--- src/rtl/sprite_pixel_fetch_if.sv ---
// Bundle of the sync-counter, sprite-origin, colour-ROM and pixel-output signals
// that pass between the sprite fetch stage and its neighbours.
interface sprite_pixel_fetch_if;
  logic [9:0]  x;
  logic [9:0]  y;
  logic        video_on;
  logic        frame_start;
  logic [9:0]  pos_x;
  logic [9:0]  pos_y;
  logic        enable;
  logic [7:0]  rom_row;
  logic [9:0]  rom_col;
  logic [11:0] rom_data;
  logic [11:0] rgb;
  logic        sprite_hit;

  modport slave (
    input  x, y, video_on, frame_start, pos_x, pos_y, enable, rom_data,
    output rom_row, rom_col, rgb, sprite_hit
  );

  modport master (
    output x, y, video_on, frame_start, pos_x, pos_y, enable, rom_data,
    input  rom_row, rom_col, rgb, sprite_hit
  );
endinterface

--- src/rtl/sprite_pixel_fetch.sv ---
// Sprite box test, colour-ROM addressing and 2-cycle pixel pipeline with colour key.
// Optional blink (6-bit frame counter hiding the sprite) enabled by SPRITE_BLINK_EN.
module sprite_pixel_fetch #(
  parameter int          SPRITE_W  = 584,
  parameter int          SPRITE_H  = 167,
  parameter logic [11:0] BG_COLOR  = 12'h000,
  parameter logic [11:0] KEY_COLOR = 12'hF0F,
  parameter int          BLINK_BIT = 5
) (
  input  logic                 clk,
  input  logic                 rst_n,
  sprite_pixel_fetch_if.slave  bus
);

  logic [9:0]  pos_x_q, pos_x_d;
  logic [9:0]  pos_y_q, pos_y_d;
  logic        en_q, en_d;
  logic        in_box_q, in_box_d;
  logic        von_q, von_d;
  logic [11:0] rgb_q, rgb_d;
  logic        hit_q, hit_d;
  logic        visible;
  logic        in_box;
  logic [10:0] x_end, y_end;

`ifdef SPRITE_BLINK_EN
  logic [5:0]  cnt_q, cnt_d;

  always_comb begin
    cnt_d = cnt_q;
    if (bus.frame_start) cnt_d = cnt_q + 6'd1;
  end

  always_ff @(posedge clk or negedge rst_n) begin
    if (!rst_n) cnt_q <= '0;
    else        cnt_q <= cnt_d;
  end

  assign visible = en_q & ~cnt_q[BLINK_BIT];
`else
  assign visible = en_q;
`endif

  // Origin only moves at frame_start so a frame never tears.
  always_comb begin
    pos_x_d = pos_x_q;
    pos_y_d = pos_y_q;
    en_d    = en_q;
    if (bus.frame_start) begin
      pos_x_d = bus.pos_x;
      pos_y_d = bus.pos_y;
      en_d    = bus.enable;
    end
  end

  // 11-bit compares: the box end can reach 1023+584 without wrapping.
  assign x_end  = {1'b0, pos_x_q} + 11'(SPRITE_W);
  assign y_end  = {1'b0, pos_y_q} + 11'(SPRITE_H);
  assign in_box = visible
                & ({1'b0, bus.x} >= {1'b0, pos_x_q}) & ({1'b0, bus.x} < x_end)
                & ({1'b0, bus.y} >= {1'b0, pos_y_q}) & ({1'b0, bus.y} < y_end);

  assign bus.rom_col = in_box ? (bus.x - pos_x_q) : 10'd0;
  assign bus.rom_row = in_box ? 8'(bus.y - pos_y_q) : 8'd0;

  assign in_box_d = in_box;
  assign von_d    = bus.video_on;

  always_comb begin
    rgb_d = BG_COLOR;
    hit_d = 1'b0;
    if (!von_q) begin
      rgb_d = 12'h000;
    end else if (in_box_q && (bus.rom_data != KEY_COLOR)) begin
      rgb_d = bus.rom_data;
      hit_d = 1'b1;
    end
  end

  always_ff @(posedge clk or negedge rst_n) begin
    if (!rst_n) begin
      pos_x_q  <= '0;
      pos_y_q  <= '0;
      en_q     <= 1'b0;
      in_box_q <= 1'b0;
      von_q    <= 1'b0;
      rgb_q    <= '0;
      hit_q    <= 1'b0;
    end else begin
      pos_x_q  <= pos_x_d;
      pos_y_q  <= pos_y_d;
      en_q     <= en_d;
      in_box_q <= in_box_d;
      von_q    <= von_d;
      rgb_q    <= rgb_d;
      hit_q    <= hit_d;
    end
  end

  assign bus.rgb        = rgb_q;
  assign bus.sprite_hit = hit_q;

endmodule
--- src/flat_wrapper.sv ---
// flat-port wrapper written by rule: the top's interface ports become plain ports
module sprite_pixel_fetch_flat 
#(
  parameter int          SPRITE_W  = 584,
  parameter int          SPRITE_H  = 167,
  parameter logic [11:0] BG_COLOR  = 12'h000,
  parameter logic [11:0] KEY_COLOR = 12'hF0F,
  parameter int          BLINK_BIT = 5
)
  (clk, rst_n, bus_x, bus_y, bus_video_on, bus_frame_start, bus_pos_x, bus_pos_y, bus_enable, bus_rom_data, bus_rom_row, bus_rom_col, bus_rgb, bus_sprite_hit);
  sprite_pixel_fetch_if bus_i ();
  input  logic clk;
  input  logic rst_n;
  input wire logic [$bits(bus_i.x)-1:0] bus_x;
  input wire logic [$bits(bus_i.y)-1:0] bus_y;
  input wire logic [$bits(bus_i.video_on)-1:0] bus_video_on;
  input wire logic [$bits(bus_i.frame_start)-1:0] bus_frame_start;
  input wire logic [$bits(bus_i.pos_x)-1:0] bus_pos_x;
  input wire logic [$bits(bus_i.pos_y)-1:0] bus_pos_y;
  input wire logic [$bits(bus_i.enable)-1:0] bus_enable;
  input wire logic [$bits(bus_i.rom_data)-1:0] bus_rom_data;
  output wire logic [$bits(bus_i.rom_row)-1:0] bus_rom_row;
  output wire logic [$bits(bus_i.rom_col)-1:0] bus_rom_col;
  output wire logic [$bits(bus_i.rgb)-1:0] bus_rgb;
  output wire logic [$bits(bus_i.sprite_hit)-1:0] bus_sprite_hit;
  assign bus_i.x = bus_x;
  assign bus_i.y = bus_y;
  assign bus_i.video_on = bus_video_on;
  assign bus_i.frame_start = bus_frame_start;
  assign bus_i.pos_x = bus_pos_x;
  assign bus_i.pos_y = bus_pos_y;
  assign bus_i.enable = bus_enable;
  assign bus_i.rom_data = bus_rom_data;
  assign bus_rom_row = bus_i.rom_row;
  assign bus_rom_col = bus_i.rom_col;
  assign bus_rgb = bus_i.rgb;
  assign bus_sprite_hit = bus_i.sprite_hit;
  sprite_pixel_fetch #(.SPRITE_W(SPRITE_W), .SPRITE_H(SPRITE_H), .BG_COLOR(BG_COLOR), .KEY_COLOR(KEY_COLOR), .BLINK_BIT(BLINK_BIT)) u_core (.clk(clk), .rst_n(rst_n), .bus(bus_i));
endmodule
--- config.mk ---
export PLATFORM = sky130hd
export DESIGN_NAME = sprite_pixel_fetch_flat
export DESIGN_NICKNAME = d
export VERILOG_FILES = /design/src/rtl/sprite_pixel_fetch_if.sv /design/src/rtl/sprite_pixel_fetch.sv /design/src/flat_wrapper.sv
export SDC_FILE = /design/constraint.sdc
export NUM_CORES = 1
export LEC_CHECK = 0
export ABC_AREA = 1
export BUFFER_PORTS_ARGS = -buffer_cell sky130_fd_sc_hd__buf_2
export CORE_MARGIN = 1.5
export CORE_UTILIZATION = 57
export DETAILED_ROUTE_END_ITERATION = 8
export PLACE_DENSITY_LB_ADDON = 0.15
export SLEW_MARGIN = 10
export SYNTH_ARGS = -nofsm -noshare
export SYNTH_HDL_FRONTEND = slang
export SYNTH_SLANG_ARGS = --single-unit
--- constraint.sdc ---
create_clock -name clk -period 7.1 [get_ports clk]
set_input_delay 0.355 -clock clk [delete_from_list [all_inputs] [get_ports clk]]
set_output_delay 0.355 -clock clk [all_outputs]
set_load 0.02 [all_outputs]
# ---- Yosys cells after proc, flatten, opt, wreduce, memory -nomap -nowiden
# Cells that the tools add are included.
dict set report word_totals {
  out_inout_bits 31
  in_bits 57
  elab_cells 27
  register_bits 36
}
dict set report op_classes {
  eq_ne 1
  n_bitwise 4
  n_mux 6
  addsub 4
  n_lt_le_gt_ge 4
  n_reduce_logical 1
}
# op n
set ops {}
lappend ops {{$mux W12} 2}
lappend ops {{$lt A10 B11 Y1} 2}
lappend ops {{$ge A10 B10 Y1} 2}
lappend ops {{$ne A12 B12 Y1 const B} 1}
lappend ops {{$add A10 B10 Y11 const B} 1}
lappend ops {{$add A10 B8 Y11 const B} 1}
lappend ops {{$mux W10} 1}
lappend ops {{$sub A10 B10 Y10} 1}
lappend ops {{$mux W8} 1}
lappend ops {{$sub A8 B8 Y8} 1}
lappend ops {{$and A1 B1 Y1} 4}
lappend ops {{$mux W1} 2}
lappend ops {{$logic_and A1 B1 Y1} 1}

# ---- Longest topological paths before layout
dict set report depth {
  word_depth 6
  ltp_mapped 17
  mapped_depth_nobuf 16
}

# ---- Worst setup path after synthesis
# No wires, ideal clock.
dict set report synth_path {
  kind {register to output}
  from {register u_core.pos_y_q[0]}
  to {output bus_rom_col[0]}
  path_slack_ps 4404
  required_time_ps 6745
  arrival_time_ps 2341
  path_stages_with_launch 18
  path_cell_list {dfrtp_1 -> inv_1 -> ha_1 -> nand2_2 -> nand2_2 -> o21ai_0 -> xor2_1 -> ha_1 -> nand2_1 -> inv_1 -> a21oi_1 -> nand2_1 -> nand2_1 -> nand2_1 -> nand2_1 -> nand4_4 -> buf_6 -> nor2_2}
}
dict set report synth_via {
  elab_chain_cells 4
  elab_cells_between_ends 6
}
# element line
set synth_rtl {}
lappend synth_rtl {{start: declaration} sprite_pixel_fetch.sv:16} ;# logic [9:0] pos_y_q, pos_y_d;
lappend synth_rtl {{start signal: assignment} sprite_pixel_fetch.sv:91} ;# pos_y_q <= pos_y_d;
lappend synth_rtl {{$add A10 B8 Y11 or $ge A10 B10 Y1 (tied branches)} {sprite_pixel_fetch.sv:58, sprite_pixel_fetch.sv:61}}
lappend synth_rtl {{$lt A10 B11 Y1 or $and A1 B1 Y1 (tied branches)} sprite_pixel_fetch.sv:61} ;# & ({1'b0, bus.y} >= {1'b0, pos_y_q}) & ({1'b0, bus.y} < y_end);
lappend synth_rtl {{$and A1 B1 Y1 *} sprite_pixel_fetch.sv:61}
lappend synth_rtl {{$mux W10 *} sprite_pixel_fetch.sv:63} ;# assign bus.rom_col = in_box ? (bus.x - pos_x_q) : 10'd0;
lappend synth_rtl {{end: declaration} flat_wrapper.sv:23} ;# output wire logic [$bits(bus_i.rom_col)-1:0] bus_rom_col;
# Mark *: on every way between the ends. The rest lies on a longest branch, timed or not.

# ---- Worst setup path in the final report
dict set report layout_path {
  from {register u_core.pos_y_q[0]}
  to {output bus_rom_row[2]}
}
dict set report layout_via {
  elab_chain_cells 4
  elab_cells_between_ends 7
}
# element line
set layout_rtl {}
lappend layout_rtl {{$add A10 B8 Y11 or $ge A10 B10 Y1 (tied branches)} {sprite_pixel_fetch.sv:58, sprite_pixel_fetch.sv:61}}
lappend layout_rtl {{$lt A10 B11 Y1 or $and A1 B1 Y1 (tied branches)} sprite_pixel_fetch.sv:61}
lappend layout_rtl {{$and A1 B1 Y1} sprite_pixel_fetch.sv:61}
lappend layout_rtl {{$mux W8 *} sprite_pixel_fetch.sv:64} ;# assign bus.rom_row = in_box ? 8'(bus.y - pos_y_q) : 8'd0;
lappend layout_rtl {{end: declaration} flat_wrapper.sv:22} ;# output wire logic [$bits(bus_i.rom_row)-1:0] bus_rom_row;
# Marks and branches as above.

==> flow_summary.toml <==
[final_layout]
antenna_cells_inserted = 0
post_route_cells_drive_above_1_share_pct = 23.6
postLayoutCellArea_um2 = 3640
area.growth.synth_to_final_pct = 19.9
total_nets_final = 598
final_cells = 571
multi_input_comb_area_um2 = 1860
ff_latch_area_um2 = 901
n_fill_cell = 475

[place]
place_congestion = 0.836
dpl-instance-area_um2 = 3530
port_buffers = 87
dp_hpwl_um = 5340
placedCellCount = 563

[global_routing]
grt_antenna_before_repair = 0
grt_start_max_net_pins = 41
grt_first_pass_wirelength_um = 11500
grt_use_total_pct = 24.0
grt_remaining_overflow = 0
vias_in_the_first_global_route = 2777

[floorplan]
std_cell_rows = 26
core_um2 = 5140
floorplan.die.height_um = 76.0
fp.dieW_um = 76.0
initial_utilization_pct = 59.2
design.die.area_um2 = 5780
boundaryPins = 88

[hold_path]
hold_class = "in -> async"

[route]
drc_errors = 0
antenna_left = 0
route.final.wire_length_um = 6590
dr.first_iter.drc_count = 89
wl_per_cell_um = 11.5
routed-via-count = 2846
met1_length_um = 3150
route.met3.wl_um = 430
ratio_of_routed_vias_to_standard_cells = 4.98
drt_first_pass_iters = 4
topRoutingLayerUsed = "met4"
route.met2.wl_um = 2960

[critical_path]
critical_path_arrival_ns = 3.12
worst_ep_required_time_ns = 6.74
worst_setup_path_start_kind = "flip-flop"
crit_path_max_fanout = 19
crit_path_class = "reg -> out"
worst_setup_path_end_kind = "output port"

[yosys]
post_synth_cell_types = 33
synth_enable_flop_cells = 0
netlist_top_cells_count = "sky130_fd_sc_hd__nand2_1, sky130_fd_sc_hd__inv_1, sky130_fd_sc_hd__ha_1, sky130_fd_sc_hd__nor2_1, sky130_fd_sc_hd__dfrtp_1"
async_flop_share_pct = 100
post_synth_instance_area_um2 = 3040
synthesis.yosys.warnings = 0
synth.largest_area_cell = "sky130_fd_sc_hd__dfrtp_1"
postSynthAreaPerCell_um2 = 7.38
synthCells = 412
synthesis.nets = 510
synth_top_area_share_pct = 29.6
synthMostInstantiatedCell = "sky130_fd_sc_hd__nand2_1"
synth-seq-area-share_pct = 29.6
ys_ff_latch = 36
synth.top_cells.by_area = "sky130_fd_sc_hd__dfrtp_1, sky130_fd_sc_hd__ha_1, sky130_fd_sc_hd__nand2_1"
synth_ff_type = "sky130_fd_sc_hd__dfrtp_1"

[cts]
cts_max_path_buffers = 2
postCtsSetupBuffers = 0
numCtsBuffers = 5
cts_repair_resize_count = 0
clock-root-buffer = "sky130_fd_sc_hd__clkbuf_8"
cts_tree = "done"
clock_insertion_delay_worst_skew_ns = 0.29
cts_num_sinks = 36
htreeDepth = 2
post_cts_hold_fix_bufs = 0
cts.clk_slew.worst_paths_ns = 0.08

[timing]
finalSetupViolations = 0
fin_crit_ns = 3.48
finalClockSkew_ns = 0.00406
max_clock_freq_ghz = 0.287
max_slew.worst_pin.slew_ns = 0.807
hold_viol = 0
setup_tns_ns = 0
rsz0062_at_grt = "no"
layout_worst_path_cycle_share_pct = 49.0
slew_headroom_pct = 46.2
finalMaxSlewViolations = 0

[status]
run_status = "finished, final reports clean"

[job]
drv_cap = 0

[power_and_ir_drop]
static-leakage-power_uw = 0.00215
pwr_density_cell_nw_per_um2 = 182
ir_worst_vdd_v = 0.000137
==> through the flow <==
| stage | total power, µW | hold WS, ns | utilization, % | setup slack, ns |
|---|---|---|---|---|
| floorplan | 417 | 0.0594 | - | 4.40 |
| global placement | 475 | 0.464 | 68.7 | 4.16 |
| detailed placement | 483 | 0.472 | 68.7 | 3.98 |
| CTS | 666 | 0.171 | 70.9 | 3.65 |
| global route | 717 | 0.165 | 70.9 | 3.30 |
| finish | 662 | 0.150 | 70.9 | 3.62 |
==> final timing paths <==
kind	start	end	slack, ns	cells past startpoint
max	u_core.pos_y_q[0]	bus_rom_row[2]	3.62	17
min	rst_n	u_core.pos_y_q[1]	0.15	1
max reg2reg	u_core.pos_y_q[0]	u_core.in_box_q	4.48	16
min reg2reg	u_core.en_q	u_core.en_q	0.52	1
max in group asynchronous	rst_n	u_core.pos_x_q[3]	6.44	1
min in group clk	bus_video_on	u_core.von_q	0.17	1
==> routing by layer <==
| layer | up-vias | track usage (%) |
|---|---|---|
| li1 | 1485 | - |
| met5 | - | 0 |
| met4 | 0 | 5.56 |
| met1 | 1283 | 30.8 |
| met3 | 7 | 6.23 |
| met2 | 71 | 40.7 |
==> layout by cell type (no fill, tap or decap), drive strengths merged <==
master,n
a21boi,2
a21o,2
a21oi,21
a31oi,2
and3,1
buf,87
bufinv,1
clkbuf,5
clkinv,1
clkinvlp,1
dfrtp,36
fa,2
ha,39
inv,67
mux2,2
nand2,105
nand3,14
nand3b,2
nand4,6
nor2,50
nor3,1
o211ai,1
o21ai,26
o21bai,1
o31a,2
or2,1
xnor2,5
xor2,18
==> critical path, stage by stage, from the launching register on <==
cell and delay (ns):
sky130_fd_sc_hd__dfrtp_1 0.35, sky130_fd_sc_hd__inv_1 0.09, sky130_fd_sc_hd__ha_1 0.25, sky130_fd_sc_hd__nand2_2 0.08, sky130_fd_sc_hd__nand2_2 0.07, sky130_fd_sc_hd__o21ai_0 0.23, sky130_fd_sc_hd__xor2_1 0.19, sky130_fd_sc_hd__ha_1 0.26
sky130_fd_sc_hd__nand2_1 0.09, sky130_fd_sc_hd__inv_1 0.04, sky130_fd_sc_hd__a21oi_1 0.14, sky130_fd_sc_hd__nand2_1 0.07, sky130_fd_sc_hd__nand2_1 0.06, sky130_fd_sc_hd__nand2_1 0.05, sky130_fd_sc_hd__nand2_1 0.09, sky130_fd_sc_hd__nand4_4 0.36
sky130_fd_sc_hd__nor2_1 0.22, sky130_fd_sc_hd__buf_2 0.19
==> report_power, final <==
part	leakage, µW	internal (µW)	switching, µW
combinational	0.00163	98.5	154
clock	0.0000541	104	78.0
sequential	0.000460	218	9.31
==> layout make-up <==
cell class                      count  share of cell area (%)
Multi-Input combinational cell    303                    51.0
Sequential cell                    36                    24.7
Timing Repair Buffer               87                    11.9
Inverter                           67                    6.90
Tap cell                           70                    2.40
Clock buffer                        5                    1.89
Clock inverter                      3                    1.17
==> sequential cells by signal, indices dropped and copies added (netlist names) <==
signal,count
u_core.pos_x_q,10
u_core.von_q,1
u_core.bus.sprite_hit,1
u_core.bus.rgb,12
u_core.pos_y_q,10
u_core.in_box_q,1
u_core.en_q,1
==> logic make-up (layout without fill, tap and decap cells) <==
logic type	after synthesis	count (layout)	synth area share, %
simple gates	180	180	26.0
buf+inv	73	162	9.26
compound gates	57	57	10.3
fa+ha+maj	41	41	17.4
flops	36	36	29.6
xor+xnor	23	23	6.63
mux	2	2	0.741
Note: power is estimated with default switching activity, not from simulation.
